--- src/rtl/rgb565_gray_expand_ci_pkg.sv ---
`default_nettype none
// ============================================================================
//  Module      : rgb565_gray_expand_ci_pkg
//  Description : Opcode and FSM state encodings for the gray->RGB565 CI.
//  Revision    : 1.0 - initial release
// ============================================================================
package rgb565_gray_expand_ci_pkg;

    localparam int         c_OP_W    = 2;
    localparam logic [1:0] c_OP_LOAD   = 2'd0;
    localparam logic [1:0] c_OP_READ   = 2'd1;
    localparam logic [1:0] c_OP_DIRECT = 2'd2;
    localparam logic [1:0] c_OP_STATUS = 2'd3;

    localparam int         c_STATE_W  = 2;
    localparam logic [1:0] c_ST_IDLE  = 2'd0;
    localparam logic [1:0] c_ST_PIX0  = 2'd1;
    localparam logic [1:0] c_ST_PIX1  = 2'd2;
    localparam logic [1:0] c_ST_DONE  = 2'd3;

endpackage
`default_nettype wire

--- src/rtl/rgb565_gray_expand_ci_gray8_to_rgb565.sv ---
`default_nettype none
// ============================================================================
//  Module      : gray8_to_rgb565
//  Description : Combinational 8-bit gray to RGB565 expansion (truncating).
//  Revision    : 1.0 - initial release
// ============================================================================
module gray8_to_rgb565 (
    input  logic [7:0]  i_gray,
    output logic [15:0] o_rgb
);

    assign o_rgb = {i_gray[7:3], i_gray[7:2], i_gray[7:3]};

endmodule
`default_nettype wire

--- src/rtl/rgb565_gray_expand_ci.sv ---
`default_nettype none
// ============================================================================
//  Module      : rgb565_gray_expand_ci
//  Description : Multi-cycle CI that expands buffered gray pixels to RGB565.
//  Revision    : 1.0 - initial release
// ============================================================================
module rgb565_gray_expand_ci
    import rgb565_gray_expand_ci_pkg::*;
#(
    parameter logic [7:0] CUSTOM_INSTRUCTION_ID = 8'd0
) (
    input  logic        clock,
    input  logic        reset,
    input  logic        ciStart,
    input  logic [31:0] ciValueA,
    input  logic [31:0] ciValueB,
    input  logic [7:0]  ciN,
    output logic        ciDone,
    output logic [31:0] ciResult
);

    logic [c_STATE_W-1:0] r_state;
    logic [c_STATE_W-1:0] w_next_state;
    logic [31:0]          r_buf;
    logic                 r_ptr;
    logic                 r_valid;
    logic [15:0]          r_pix;
    logic [31:0]          r_result;
    logic                 r_done;

    logic                 w_accept;
    logic [c_OP_W-1:0]    w_op;
    logic [7:0]           w_gray;
    logic [15:0]          w_rgb;
    logic                 w_unused_b;

    assign w_op       = ciValueB[1:0];
    assign w_unused_b = ^ciValueB[31:2];
    assign w_accept   = ciStart && (ciN == CUSTOM_INSTRUCTION_ID) && (r_state == c_ST_IDLE);

    // One converter shared by both pixel cycles; PIX1 takes the upper byte.
    assign w_gray = (r_state == c_ST_PIX1) ? r_pix[15:8] : r_pix[7:0];

    gray8_to_rgb565 u_conv (
        .i_gray (w_gray),
        .o_rgb  (w_rgb)
    );

    always_comb begin
        w_next_state = r_state;
        case (r_state)
            c_ST_IDLE: begin
                if (w_accept) begin
                    if (w_op == c_OP_LOAD || w_op == c_OP_STATUS)
                        w_next_state = c_ST_DONE;
                    else
                        w_next_state = c_ST_PIX0;
                end
            end
            c_ST_PIX0: w_next_state = c_ST_PIX1;
            c_ST_PIX1: w_next_state = c_ST_DONE;
            c_ST_DONE: w_next_state = c_ST_IDLE;
            default:   w_next_state = c_ST_IDLE;
        endcase
    end

    always_ff @(posedge clock) begin
        if (reset) begin
            r_state  <= c_ST_IDLE;
            r_buf    <= 32'h0;
            r_ptr    <= 1'b0;
            r_valid  <= 1'b0;
            r_pix    <= 16'h0;
            r_result <= 32'h0;
            r_done   <= 1'b0;
        end else begin
            r_state <= w_next_state;
            r_done  <= (w_next_state == c_ST_DONE);
            case (r_state)
                c_ST_IDLE: begin
                    if (w_accept) begin
                        case (w_op)
                            c_OP_LOAD: begin
                                r_buf    <= ciValueA;
                                r_ptr    <= 1'b0;
                                r_valid  <= 1'b1;
                                r_result <= 32'h0;
                            end
                            c_OP_READ: begin
                                // Empty buffer yields a zero pair, which converts to zero.
                                if (r_valid) begin
                                    r_pix <= r_ptr ? r_buf[31:16] : r_buf[15:0];
                                    r_ptr <= ~r_ptr;
                                    if (r_ptr)
                                        r_valid <= 1'b0;
                                end else begin
                                    r_pix <= 16'h0;
                                end
                            end
                            c_OP_DIRECT: r_pix    <= ciValueA[15:0];
                            default:     r_result <= {30'b0, r_ptr, r_valid};
                        endcase
                    end
                end
                c_ST_PIX0: r_result[15:0]  <= w_rgb;
                c_ST_PIX1: r_result[31:16] <= w_rgb;
                c_ST_DONE: r_result        <= 32'h0;
                default:   r_result        <= 32'h0;
            endcase
        end
    end

    assign ciDone   = r_done;
    assign ciResult = r_done ? r_result : 32'h0;

endmodule
`default_nettype wire

--- config.mk ---
export PLATFORM = sky130hd
export DESIGN_NAME = rgb565_gray_expand_ci
export DESIGN_NICKNAME = d
export VERILOG_FILES = /design/src/rtl/rgb565_gray_expand_ci_pkg.sv /design/src/rtl/rgb565_gray_expand_ci_gray8_to_rgb565.sv /design/src/rtl/rgb565_gray_expand_ci.sv
export SDC_FILE = /design/constraint.sdc
export NUM_CORES = 1
export LEC_CHECK = 0
export CORE_MARGIN = 8
export CORE_UTILIZATION = 44
export DETAILED_ROUTE_END_ITERATION = 8
export PLACE_DENSITY = 0.8
export SLEW_MARGIN = 25
export SYNTH_ARGS = -nofsm -noshare
export SYNTH_HDL_FRONTEND = slang
export SYNTH_SLANG_ARGS = --single-unit
--- constraint.sdc ---
create_clock -name clock -period 3.1 [get_ports clock]
set_input_delay 0.775 -clock clock [delete_from_list [all_inputs] [get_ports clock]]
set_output_delay 0.775 -clock clock [all_outputs]
set_load 0.02 [all_outputs]
# Yosys cells after proc, flatten, opt, wreduce, memory -nomap -nowiden
# Index checks and enable logic that the tools add are counted.
totals:
  out_inout_bits: 33
  reg_bits: 85
  word_cells: 53
classes:
  n_reduce_logical: 17
  bitwise_logic: 1
  n_eq_ne: 10
  n_mux: 17
op_table:
  columns: ["cell", "n"]
  rows:
  - ["16-bit case mux with 3 select lines", 2]
  - ["32-bit two-way mux", 2]
  - ["32-bit case mux with 2 select lines", 1]
  - ["16-bit two-way mux", 2]
  - ["16-bit case mux with 2 select lines", 1]
  - ["3-bit AND reduction", 5]
  - ["2-bit equality test, second input constant", 5]
  - ["8-bit logical NOT", 1]
  - ["8-bit two-way mux", 1]
  - ["2-bit case mux with 4 select lines", 1]
  - ["2-bit != test, second input constant", 3]
  - ["3-bit nonzero test", 2]
  - ["2-bit by 1-bit equality test with 1-bit output, second input constant", 2]
  - ["2-bit logical NOT", 2]
  - ["2-bit two-way mux", 2]
  - ["1-bit case mux with 2 select lines", 2]
  - ["4-bit AND reduction", 1]
  - ["2-bit nonzero test", 2]
  - ["1-bit two-way mux", 3]
  - ["1-bit logical AND", 2]
  - ["2-bit OR reduction", 1]
  - ["1-bit logical OR", 1]
  - ["1-bit NOT", 1]

# Logic depth before layout (Yosys ltp)
# Gate-level depths: netlist (run 1).
logic_depth:
  ltp_word: 6
  mapped_depth: 7
  depth_no_buf: 6

# Modules after synthesis
# From an unflattened synthesis (run 1), not the netlist that was laid out.
unflattened:
  cells_unflattened: 492
  hier_area_um2: 4326.6
by_module_without_submodules:
  columns: ["mod", "instances", "cells_per_inst", "area_each_um2", "seq_area_each_um2"]
  rows:
  - ["rgb565_gray_expand_ci", 1, 476, 4206.5, 1701.6]
  - ["gray8_to_rgb565", 1, 16, 120.1, 0.0]

# Worst setup path before layout (run 1)
# Ideal clock, no wire load.
synth_timing:
  path_type: "in2reg"
  startpoint: "in ciN[4]"
  endpoint: "reg r_buf[30]"
  setup_slack_ps: 610
  t_arrival_ps: 2363
  required_ps: 2972
  cell_stages: 6
  setup_time_ps: 128
  n_path_buf: 2
  path_cell_list: "or4b_4 buf_6 nor4_4 buf_6 mux2i_1 nor2_1"
synth_between:
  elab_chain_len: 4
synth_lines:
  columns: ["item", "line", "text"]
  rows:
  - ["start: declaration", "rgb565_gray_expand_ci.sv:17", "input logic [7:0] ciN,"]
  - ["8-bit logical NOT", "rgb565_gray_expand_ci.sv:39", "assign w_accept = ciStart && (ciN == CUSTOM_INSTRUCTION_ID) && (r_state == c_ST_IDLE);"]
  - ["1-bit logical AND (2 in series)", "rgb565_gray_expand_ci.sv:39", null]
  - ["3-bit AND reduction (no line)", null, null]
  - ["end signal: assignment", "rgb565_gray_expand_ci.sv:84", "r_buf <= ciValueA;"]
  - ["end: declaration", "rgb565_gray_expand_ci.sv:24", "logic [31:0] r_buf;"]
# No other way between the ends.
# A chain may end at the register's enable or synchronous reset.

# Final worst setup path (run 1)
layout_timing:
  startpoint: "in ciN[4]"
  endpoint: "reg r_result[0]"
layout_between:
  elab_chain_len: 5
layout_lines:
  columns: ["item", "line", "text"]
  rows:
  - ["8-bit logical NOT", "rgb565_gray_expand_ci.sv:39", null]
  - ["1-bit logical AND (2 in series)", "rgb565_gray_expand_ci.sv:39", null]
  - ["2-bit != test (no line)", null, null]
  - ["3-bit AND reduction (no line)", null, null]
  - ["end signal: assignment", "rgb565_gray_expand_ci.sv:101", "default: r_result <= {30'b0, r_ptr, r_valid};"]
  - ["end signal: assignment", "rgb565_gray_expand_ci.sv:105", "c_ST_PIX0: r_result[15:0] <= w_rgb;"]
  - ["end: declaration", "rgb565_gray_expand_ci.sv:28", "logic [31:0] r_result;"]
# No other way between the ends.

==> summary.md, run 1 <==
| Metric | Value |
|---|---|
| Outcome | completed |
| Fin crit share | ~82% |
| DRT antenna net count | 0 |
| Area fraction in and, or, nand and nor cells after synthesis | a little under a fifth |
| Bufs on Longest Clock Path | 2 |
| Relative slew margins | between 40% and 50% |
| Crit path required time | between 3000 and 4000 ps |
| Flop and latch count out of synthesis | 55 |
| Critical path type | input pin to flip-flop |
| Pin count of the biggest net entering global routing | 37 |
| Synth Area in Compound Gates | 11.3% |
| Core Rows | 29 |
| Synth warnings | 0 |
| Number of flops mapped to enable cells by yosys | 0 |
| Number of vias in the routed layout | approximately 2200 |
| Library cells used by synthesis | 35 |
| Maximum frequency from static timing analysis | just under 400 MHz |
| Cell types with the largest area share after synthesis | sky130_fd_sc_hd__dfxtp_1 39%, sky130_fd_sc_hd__mux2i_1 18%, sky130_fd_sc_hd__buf_4 5.1% |
| Count of unresolved DRC violations after routing | 0 |
| Count of input and output buffers | 69 |
| Full die area | between 0.009 and 0.01 sq mm |
| Adder and majority cell fraction of the synthesized area | 3.58% |
| Total standard cell area after synthesis | 0.00279 sq mm |
| Initial antenna violation count | 0 |
| H-tree depth reported by CTS | 2 |
| Startpoint kind of the worst setup timing path | input pin |
| Mean instance size in the synthesized netlist | between 9 and 10 sq um |
| Maximum ir drop on the vdd rail | 354 uV |
| Final hold violation count | 0 |
| Multiplexer share of the synthesized area | 17.6% |
| Global-route wire length before repair | around 9.8 mm |
| Crit Path Max Fanout | 5 |
| HPWL after detailed placement | between 4 and 5 mm |
| Crit. Startpoint | ciN[4] |
| Max Cap Violations | 0 |
| Die W | 95.7 um |
| Syn nets | a little under 400 |
| WL per Instance | roughly 14 um |
| Final total negative setup slack | 0 ps |
| CTS tree | built |
| Setup repair after global routing missed its margin | false |
| Placed Instance Area | around 0.0034 sq mm |
| Most used standard cell by instance count after synthesis | sky130_fd_sc_hd__dfxtp_1 |
| Count of clock tree sinks | between 50 and 60 |
| Critical R2R Launch | r_state[0] |
| Via count of the first global-routing pass | ~2100 |
| Share of Yosys cell area claimed by the top area cell type | between 30% and 40% |
| Routability congestion estimate | between 0.7 and 0.8 |
| Pleak | roughly 0.0011 uW |
| First-pass iteration count of the detailed router | 4 |
| Final Instance Area | about 0.0035 sq mm |
| Die extent in y | between 90 and 100 um |
| DRT iter0 DRCs | around 120 |
| Startpoint of the worst hold path | r_result[29] |
| Gr ovfl total | 0 |
| Root Buffer Master | sky130_fd_sc_hd__clkbuf_8 |
| Largest family of logic cells by synthesized area | simple AND/OR/NAND/NOR gates |
| Diode count | 0 |
| Post-CTS Hold Fix Bufs | 0 |
| Clock skew after layout | 4.62 ps |
| All-Layer GR Usage | roughly an eighth |
| Xor/xnor cell area share of the yosys netlist | 0% |
| Gate Count Post-Synth | ~300 |
| Postcts setup bufs | 0 |
| Via density per instance | around 5.2 |
| HP Class | flip-flop to flip-flop |
| Initial cell density of the core | between 40 and 50% |
| Resize count post-CTS | 0 |
| Fraction of final layout cells with drive strength greater than 1 | roughly 5.2% |
| Post-synthesis cell type with the largest combined area | sky130_fd_sc_hd__dfxtp_1 |
| Clock transition at path regs | approximately 90 ps |
| CP Capture Type | flip-flop |
| Measured slew at the worst slew-check pin | roughly 860 ps |
| Net count reported at finish | 429 |
| Hold WS | 479 ps |
| Layout area overhead | 24.3% |
| Clock Latency Late Sink | ~300 ps |
| Primary FF master, synth | sky130_fd_sc_hd__dfxtp_1 |
| Share of the yosys chip area belonging to registers | roughly two fifths |
| Worst endpoint data arrival time | approximately 2700 ps |
| Ports | around 110 |
| Pins over their slew limit | 0 |
| P per Cell Area | approximately 400 mW/mm^2 |
| Clock buffer count from CTS | 5 |
| Core region area | between 0.006 and 0.007 sq mm |
| Async S/R FF share, synth | 0% |
| Commonest cells in the netlist | 55 x sky130_fd_sc_hd__dfxtp_1, 49 x sky130_fd_sc_hd__mux2i_1, 37 x sky130_fd_sc_hd__nor2_1 |
| Min Tclk post-route | 2550 ps |
| Final routed wirelength across all metal layers | 5.96 mm |
| Setup-violating endpoint count in the final report | 0 |
## final timing paths
| kind | endpoint | slack [ps] | cells past startpoint |
|---|---|---|---|
| worst max-delay path | r_result[0] | 550 | 5 |
| worst min-delay path | r_result[29] | 480 | 2 |
| worst max register to register | r_buf[10] | 890 | 7 |
| worst min register to register | r_result[29] | 480 | 2 |
## critical path: stages
cell and delay (ps):
sky130_fd_sc_hd__clkdlybuf4s50_1 420, sky130_fd_sc_hd__or4b_4 620, sky130_fd_sc_hd__o41a_1 440, sky130_fd_sc_hd__a2111oi_0 400, sky130_fd_sc_hd__nor3_1 80
## where the power goes
group,total [uW],leakage [uW],internal [uW],switching [uW]
clock network,375,0.0000422,159,216
registers,739,0.000443,724,15.0
logic,283,0.000661,121,162
total,1400,0.00115,1000,393
## routing by layer
metal / vias up / wire length [um] / global-route usage, % / part of all wire (%)
met5: - / 0 / 0 / 0
met4: 0 / 100 / 4.35 / 1.7
met3: 6 / 395 / 2.99 / 6.6
met2: 65 / 2700 / 20.5 / 45
met1: 1021 / 2760 / 17.2 / 46
li1: 1124 / - / - / -
## cell families after synthesis
group                      after synthesis
AOI/OAI and AO/OA                       52
adders and majority gates                8
buffers and inverters                   47
DFF                                     55
muxes                                   49
and+or+nand+nor                         92
## cells in the final DEF (no fill, tap or decap), drive strengths merged, types with 3 or more instances in the layout
cell type,instances
nand4b,6
buf,7
dfxtp,55
mux2i,49
clkbuf,7
a21oi,16
nand2b,4
nor3,3
nand4,6
and2,14
ha,8
nor2,37
inv,8
nand2,12
clkdlybuf4s50,68
o21ai,25
## layout make-up
cell class                      count  area, sq um
Tap cell                           77         96.3
Clock inverter                      1         5.00
Clock buffer                        7         76.3
Inverter                            8         30.0
Sequential cell                    55         1100
Timing Repair Buffer               75          743
Multi-Input combinational cell    201         1420
Fill cell                         578         2770
## through the flow
step | utilization, % | cells | worst slack (ps) | total power (uW)
after CTS | 55.7 | 424 | 567 | 1410
final | 55.7 | 424 | 548 | 1400
after global routing | 55.7 | 424 | 453 | 1470
after detailed placement | 54.4 | 416 | 224 | 1040
after floorplan | - | 303 | 610 | 936
after global placement | 54.4 | 416 | 247 | 1030
## registers in the layout, summed over array words and instances (netlist names)
signal    count
r_ptr         1
r_state       2
r_valid       1
r_result     14
r_buf        24
ciDone        1
r_pix        12
Note: power is estimated with default switching activity, not from simulation.
==> inputs of run 2 (changes only) <==
- CORE_UTILIZATION: 44 -> 40
- PLACE_DENSITY: 0.8 -> 0.77
- clock period: 3.1 -> 2.06 ns (I/O delays scaled with it)
==> run 2 against run 1 <==
The flow now finishes with violations (negative setup slack). Cell count rose by 12%. Wire length rose by 17%. Via count rose by 5.9%. Clock skew rose by 6.3 ps. Sequential power rose by 50%. Count of clock-buffer cells in the layout fell by 2. Worst setup slack got worse by 570 ps. Combinational power rose by 110%. Register-to-register slack got worse by 860 ps. Clock power rose by 89%. Flip-flop and latch count did not move. Non-clock buffer count rose by 33.
==> summary.md, run 2 (synthesis results as in run 1) <==
| Metric | Value |
|---|---|
| Routability congestion estimate | between 0.7 and 0.8 |
| Worst reg2reg endpoint | r_pix[15] |
| Fin crit share | 101% |
| HPWL after detailed placement | slightly below 5 mm |
| Sequential share of power | a little under half |
| Flip-flop count of the largest register, all copies and words added | 24 |
| Count of input and output buffers | roughly 70 |
| Final hold violation count | 0 |
| Core Rows | 30 |
| Layout area overhead | 38.9% |
| Clock buffer count from CTS | 5 |
| Critical path type | input pin to flip-flop |
| Worst endpoint data arrival time | about 2300 ps |
| Post-layout total power | approximately 2400 uW |
| Ports | between 100 and 150 |
| Endpoint of the most critical setup path | r_result[14] |
| Count of unresolved DRC violations after routing | 0 |
| Initial antenna violation count | 0 |
| Switching power summed over all nets | approximately 680 uW |
| First-pass iteration count of the detailed router | 4 |
| Registers with the highest flip-flop counts | r_buf (24), r_result (14), r_pix (12) |
| WL per Instance | about 15 um |
| Worst hold stages | 2 |
| Final total negative setup slack | -21.0 ps |
| Final routed wirelength across all metal layers | approximately 7 mm |
| Crit path required time | ~2200 ps |
| P per Cell Area | roughly 620 mW/mm^2 |
| Clock transition at path regs | 90 ps |
| Net count reported at finish | about 460 |
| Commonest non-fill, non-tap cells in the layout | 52 x sky130_fd_sc_hd__dfxtp_1, 48 x sky130_fd_sc_hd__mux2i_1, 37 x sky130_fd_sc_hd__nor2_1, 31 x sky130_fd_sc_hd__dlygate4sd2_1, 30 x sky130_fd_sc_hd__buf_4 |
| Initial cell density of the core | between 40% and 50% |
| Startpoint kind of the worst setup timing path | input pin |
| Combinational share of power | between 20% and 30% |
| Critical R2R Launch | r_state[0] |
| Measured slew at the worst slew-check pin | 420 ps |
| Gr ovfl total | 0 |
| Count of filler cells inserted in the layout | roughly 600 |
| Clock Latency Late Sink | approximately 310 ps |
| H-tree depth reported by CTS | 2 |
| Min Tclk post-route | approximately 2100 ps |
| Diode count | 0 |
| Internal Dissipation | roughly 1700 uW |
| CTS tree | built |
| Root Buffer Master | sky130_fd_sc_hd__clkbuf_8 |
| Clock network power share | about 29% |
| Fraction of final layout cells with drive strength greater than 1 | between 10% and 20% |
| Die W | about 100 um |
| Die extent in y | 99.6 um |
| Outcome | complete, but fails checks |
| Fraction of power spent switching nets | 27.9% |
| Max Cap Violations | 0 |
| Number of vias in the routed layout | between 2000 and 2500 |
| Flop-to-flop setup slack | ~30 ps |
| Length in cells of the worst reg-to-reg path | 8 |
| Pins over their slew limit | 0 |
| Setup repair after global routing missed its margin | true |
| CP Capture Type | flip-flop |
| Pleak | 0.00160 uW |
| Top register by number of flip-flops | r_buf |
| Bufs on Longest Clock Path | 2 |
| Global-route wire length before repair | 11.0 mm |
| Via count of the first global-routing pass | approximately 2400 |
| Count of clock tree sinks | 55 |
| Pin count of the biggest net entering global routing | 37 |
| Clock skew after layout | between 10 and 15 ps |
| Most common cell after layout, fill and taps aside | sky130_fd_sc_hd__dfxtp_1 |
| DRT antenna net count | 0 |
| Worst setup slack after layout | -21.0 ps |
| Failing checks | negative setup slack |
| Maximum ir drop on the vdd rail | between 300 and 400 uV |
| HP Class | flip-flop to flip-flop |
| Maximum frequency from static timing analysis | 481 MHz |
| Crit. Startpoint | ciN[4] |
| Via density per instance | roughly 4.9 |
| Core region area | roughly 0.0068 sq mm |
| All-Layer GR Usage | a little over an eighth |
| DRT iter0 DRCs | 87 |
| Setup-violating endpoint count in the final report | 1 |
| Relative slew margins | 72.0% |
| Full die area | 0.00992 sq mm |
| Final design utilization | about 57% |
| Crit Path Max Fanout | 6 |
## run 2: worst min path at each step
stage | startpoint | to
6_report | r_result[27] | r_result[27]
5_1_grt | r_result[10] | r_result[10]
4_1_cts | r_result[13] | r_result[13]
3_5_place_dp | r_result[13] | r_result[13]
3_3_place_gp | r_result[30] | r_result[30]
2_1_floorplan | r_pix[7] | r_result[10]
## run 2: metal layers
| metal | wire length (um) | GRT usage, % | vias to the layer above |
|---|---|---|---|
| li1 | - | - | 1181 |
| met2 | 3240 | 20.9 | 65 |
| met3 | 478 | 4.40 | 4 |
| met5 | 0 | 0 | - |
| met4 | 69 | 2.91 | 0 |
| met1 | 3190 | 16.4 | 1096 |
## run 2: worst max-delay path: stages
cell	delay, ps
sky130_fd_sc_hd__clkdlybuf4s15_1	170
sky130_fd_sc_hd__or4b_4	500
sky130_fd_sc_hd__buf_6	140
sky130_fd_sc_hd__o41a_1	490
sky130_fd_sc_hd__buf_6	190
sky130_fd_sc_hd__o21ai_1	180
sky130_fd_sc_hd__a21oi_2	80
## run 2: final cells by class
class | instances | area (sq um) | share of cell area (%)
tap | 96 | 120 | 3.09
clock buffer | 5 | 68.8 | 1.77
sequential | 55 | 1110 | 28.5
timing repair buffer | 108 | 1020 | 26.4
clock inverter | 3 | 43.8 | 1.13
multi-input combinational | 201 | 1490 | 38.3
inverter | 8 | 30.0 | 0.774
## run 2: what timing repair did
| action | CTS | global route |
|---|---|---|
| gates resized for setup | 45 | 26 |
| buffers inserted | 3 | 5 |
| endpoints found under the setup margin | 87 | 36 |
| hold buffers | 0 | 0 |
| cloned | 1 | 3 |
| pin swaps | 5 | 9 |
## run 2: per-stage QoR
stage	cell area [sq um]	hold slack (ps)	worst slack (ps)	instances
5_1_grt	3880	495	-72.8	476
6_report	3880	477	-21.0	476
4_1_cts	3750	479	0.375	468
3_3_place_gp	3600	463	-442	456
3_5_place_dp	3600	466	-496	456
2_1_floorplan	2820	450	-170	303
## run 2: power groups by stage
stage | clock network (uW) | logic, uW | registers, uW
after global placement | 0 | 489 | 1130
final | 710 | 603 | 1110
after detailed placement | 0 | 504 | 1130
after floorplan | 0 | 315 | 1130
after global routing | 781 | 659 | 1110
after CTS | 725 | 523 | 1100
==> inputs of run 3 (changes only) <==
- RECOVER_POWER: unset -> 100
==> run 3 against run 2 <==
The flow still finishes with violations (negative setup slack). Die area did not move. Count of clock-buffer cells in the layout did not move. Global-route usage did not move. Highest routed layer unchanged. Via count fell by 0.55%. Critical path depth did not move. Clock skew barely moved. First-iteration DRC count rose by 3.4%. Cell count did not move. Flip-flop and latch count did not move. Critical endpoint unchanged. Fmax rose by 0.17%.
==> summary.md, run 3 (synthesis results as in run 1) <==
| Metric | Value |
|---|---|
| Ports | between 100 and 150 |
| Count of filler cells inserted in the layout | approximately 630 |
| Startpoint of the worst hold path | r_result[27] |
| Min Tclk post-route | 2080 ps |
| Clock buffer count from CTS | 5 |
| Core Rows | 30 |
| Measured slew at the worst slew-check pin | 417 ps |
| Placed Instance Area | about 0.0036 sq mm |
| Multi-input gate area in the final layout | 0.00149 sq mm |
| Top register by number of flip-flops | r_buf |
| Commonest non-fill, non-tap cells in the layout | 52 x sky130_fd_sc_hd__dfxtp_1, 48 x sky130_fd_sc_hd__mux2i_1, 37 x sky130_fd_sc_hd__nor2_1, 31 x sky130_fd_sc_hd__dlygate4sd2_1, 30 x sky130_fd_sc_hd__buf_4 |
| DRT iter0 DRCs | 90 |
| Pin count of the biggest net entering global routing | 37 |
| Bufs on Longest Clock Path | 2 |
| Pleak | around 0.0015 uW |
| Failing checks | negative setup slack |
| Clock skew after layout | 10.9 ps |
| Count of input and output buffers | slightly below 70 |
| Global-route wire length before repair | 11.0 mm |
| Initial antenna violation count | 0 |
| Worst endpoint data arrival time | around 2300 ps |
| Worst setup slack after layout | -17.3 ps |
| Via density per instance | 4.90 |
| Die W | 99.6 um |
| CP Capture Type | flip-flop |
| First-pass iteration count of the detailed router | 4 |
| Setup-violating endpoint count in the final report | 1 |
| Net count reported at finish | 462 |
| Count of unresolved DRC violations after routing | 0 |
| Max Cap Violations | 0 |
| Critical path type | input pin to flip-flop |
| Flip-flop count of the largest register, all copies and words added | 24 |
| Count of clock tree sinks | 55 |
| Diode count | 0 |
| Core region area | 0.00679 sq mm |
| Area of all sequential standard cells | roughly 0.0011 sq mm |
| Fraction of final layout cells with drive strength greater than 1 | a little under a fifth |
| Cells traversed along the worst timing path | clkdlybuf4s15_1, or4b_4, buf_6, o41a_1, buf_6, o21ai_1, a21oi_2 |
| Maximum ir drop on the vdd rail | 365 uV |
| Crit Path Max Fanout | 6 |
| Critical R2R Launch | r_state[0] |
| Pins over their slew limit | 0 |
| Fin crit share | 101% |
| Clock transition at path regs | around 100 ps |
| Worst reg2reg endpoint | r_pix[5] |
| Worst min-delay path endpoint | r_result[27] |
| Registers with the highest flip-flop counts | r_buf (24), r_result (14), r_pix (12) |
| Final Instance Area | 0.00383 sq mm |
| HPWL after detailed placement | about 4.9 mm |
| Clock Latency Late Sink | 310 ps |
| Startpoint kind of the worst setup timing path | input pin |
| Full die area | around 0.0099 sq mm |
| Layout area overhead | 37.0% |
| Final hold violation count | 0 |
| Most common cell after layout, fill and taps aside | sky130_fd_sc_hd__dfxtp_1 |
| Maximum frequency from static timing analysis | roughly 480 MHz |
| Outcome | complete, but fails checks |
| P per Cell Area | roughly 630 mW/mm^2 |
| Die extent in y | roughly 100 um |
| Relative slew margins | 72.2% |
| Setup repair after global routing missed its margin | true |
| All-Layer GR Usage | between 10% and 20% |
| Final design utilization | around 56% |
| Number of vias in the routed layout | 2333 |
| HP Class | flip-flop to flip-flop |
| Length in cells of the worst reg-to-reg path | 8 |
| Via count of the first global-routing pass | around 2400 |
| Worst hold stages | 2 |
| Final routed wirelength across all metal layers | 7.00 mm |
| Slowest Stage Delay on Critical Path | around 500 ps |
| Routability congestion estimate | between 0.7 and 0.8 |
| WL per Instance | approximately 15 um |
| H-tree depth reported by CTS | 2 |
| Flop-to-flop setup slack | roughly 30 ps |
| Root Buffer Master | sky130_fd_sc_hd__clkbuf_8 |
| Initial cell density of the core | approximately two fifths |
| Gr ovfl total | 0 |
| DRT antenna net count | 0 |
| Post-CTS Hold Fix Bufs | 0 |
| CTS tree | built |
| Crit path required time | 2250 ps |
| Standard cell with the maximum stage delay on the critical path | sky130_fd_sc_hd__or4b_4 |
| CP dominant cell by count | sky130_fd_sc_hd__buf_6 |
-- run 3: critical path, delay by kind of cell --
kind                   cells  cell delay, ps
buffers and inverters      3             500
AOI/OAI and AO/OA          3             740
and+or+nand+nor            1             500
-- run 3: worst max-delay path by stage --
stage                        end  depth (start not counted)  slack (ps)       start
finish              r_result[14]                          7         -20      ciN[4]
global route           r_pix[10]                          8         -70  r_state[0]
CTS                    r_pix[15]                          7         0.4      ciN[7]
detailed placement     r_pix[14]                          7        -500      ciN[4]
global placement       r_pix[10]                          7        -440      ciN[4]
floorplan              r_buf[30]                          6        -170      ciN[4]
-- run 3: report_power, final --
part           leakage (uW)  internal (uW)  switching, uW
Combinational      0.000970            291            312
Sequential         0.000445           1090           16.4
Clock             0.0000581            362            351
Total               0.00147           1740            679
-- run 3: cell type report --
type                       instances  area share (%)
inverter                           8           0.784
sequential                        55            28.9
timing repair buffer             108            25.4
tap                               96            3.14
multi-input combinational        201            38.9
clock buffer                       5            1.80
clock inverter                     3            1.14
-- run 3: what timing repair did --
| action | CTS | global route |
|---|---|---|
| gates cloned | 1 | 3 |
| pin swaps | 5 | 9 |
| gates resized for setup | 45 | 26 |
| setup endpoints to repair | 87 | 36 |
| setup buffers | 3 | 5 |
-- run 3: per-stage QoR --
| stage | hold WS, ps | power, uW | cells | TNS [ps] | setup slack [ps] |
|---|---|---|---|---|---|
| after floorplan | 450 | 1440 | 303 | -3740 | -170 |
| after global placement | 463 | 1620 | 456 | -22260 | -442 |
| after detailed placement | 466 | 1630 | 456 | -24070 | -496 |
| after CTS | 479 | 2350 | 468 | 0 | 0.375 |
| after global routing | 496 | 2550 | 476 | -676 | -72.8 |
| final | 478 | 2420 | 476 | -17.3 | -17.3 |
-- run 3: routing by layer --
layer | global-route usage, % | wire length [um] | vias to the layer above
li1 | - | - | 1180
met1 | 16.4 | 3220 | 1084
met2 | 20.9 | 3220 | 65
met3 | 4.40 | 489 | 4
met4 | 2.91 | 69 | 0
met5 | 0 | 0 | -
==> edit (flow settings as in run 3) <==
`c_STATE_W`: 2 -> 3.
--- a/src/rtl/rgb565_gray_expand_ci_pkg.sv
+++ b/src/rtl/rgb565_gray_expand_ci_pkg.sv
@@ -13,5 +13,5 @@
     localparam logic [1:0] c_OP_STATUS = 2'd3;
 
-    localparam int         c_STATE_W  = 2;
+    localparam int         c_STATE_W  = 3;
     localparam logic [1:0] c_ST_IDLE  = 2'd0;
     localparam logic [1:0] c_ST_PIX0  = 2'd1;
Formal check against the unedited RTL: no difference found for any inputs over 10 cycles, from zero or initial values and one cycle with reset high; that may be too few to reach the edited logic, so the function may still have changed.
==> edit against run 3 <==
- clock skew shrank 0.0032 ns
- routed wire length decreased by 16%
- worst setup slack better by 0.087 ns
- synthesized area decreased by 5.5%
- final area decreased by 12%
- sequential cell count up 1
- via count down 7.0%
- critical endpoint is now r_result[0]$_SDFFE_PP0P_
- largest cell class unchanged
Power is not compared: it rests on default switching activity, and its combinational part moved more than twofold at a synthesized area within 25%.
==> edit: results (changes against run 3) <==
| Metric | Value |
|---|---|
| Status | `complete, no violations (was finished, violations left)` |
| DP HPWL | `4440 um (was 4852 um)` |
| Comb power frac | `under 10%` |
| Setup Skew | `0.007731 ns (was 0.01093 ns)` |
| Post-Synth XOR/XNOR Area | `0.3316% (was 0%)` |
| CP Data Arrival Time | `2.19 ns (was 2.26 ns)` |
| Layout cell share with drive strength beyond 1 | `9.642% (was 18.95%)` |
| Iter 0 DRT Violations | `167 (was 90)` |
| CP max FO | `3 (was 6)` |
| Reg2Reg Depth | `5 (was 8)` |
| Syn Inst Count | `307 (was 303)` |
| Syn_nets | `385 (was 386)` |
| Overall power | `1.842 mW` |
| GPL Wtd Cong | `0.7784 (was 0.7346)` |
| Metal2 WL | `2683 um (was 3219 um)` |
| First-pass GRT wire length | `9701 um (was 10,960 um)` |
| Multi-input logic area | `1279 sq um (was 1488 sq um)` |
| Vias/cell | `4.930 (was 4.901)` |
| WL per Instance | `13.43 um (was 14.71 um)` |
| Placed Instances | `432 (was 456)` |
| WL met1 | `2705 um (was 3223 um)` |
| Global router's overall resource usage | `12.02% (was 13.02%)` |
| Nets@finish | `440 (was 462)` |
| Placed inst area | `3337 sq um (was 3598 sq um)` |
| Top post-synthesis cells by area | `dfxtp_1 (42%), mux2i_1 (9.1%), nand2_1 (9.1%), buf_4 (5.7%), a21oi_1 (5.5%) (was dfxtp_1 (39%), mux2i_1 (18%), buf_4 (5.1%), nor2_1 (5.0%), ha_1 (3.6%))` |
| Synth unique cells | `37 (was 35)` |
| Multiplexer share of the synthesized area | `9.948% (was 17.55%)` |
| Worst Max-Slew Pin Slew | `0.5067 ns (was 0.4172 ns)` |
| Largest net degree at the start of global routing | `46 (was 37)` |
| Vias in the first global route | `2,033 (was 2,368)` |
| Synth Area in Compound Gates | `12.51% (was 11.29%)` |
| Setup crit start | `ciValueB[0] (was ciN[4])` |
| Synth Area in Adders | `1.421% (was 3.583%)` |
edit: area by class of cell:
type	count	share of cell area [%]
repair buffers	84	23.06
well taps	77	2.850
inverters	3	0.3331
flip-flops and latches	56	33.27
clock buffers	8	2.665
multi-input cells	212	37.82
edit: critical path, cell delays in order:
cell and delay, ns:
clkdlybuf4s50_1 0.48, inv_1 0.06, ha_1 0.32, nor2_1 0.09
and4_2 0.25, nand2b_1 0.14, mux2_2 0.34
edit: final timing paths:
path	to	slack, ns
max	r_result[0]$_SDFFE_PP0P_	0.07
min	r_buf[5]$_SDFFE_PP0P_	0.46
max reg2reg	r_buf[30]$_SDFFE_PP0P_	0.41
min reg2reg	r_buf[5]$_SDFFE_PP0P_	0.46
edit: repair_timing:
item / CTS / global route
setup endpoints to repair: 32 / 21
setup buffers: 0 / 0
cloned: 0 / 0
gates resized for setup: 26 / 7
edit: metal layers:
layer  track usage [%]  up-vias
met4             5.245        0
met1             15.22      971
met2             18.28       65
li1                  -     1126
met3             3.770        7
met5                 0        -
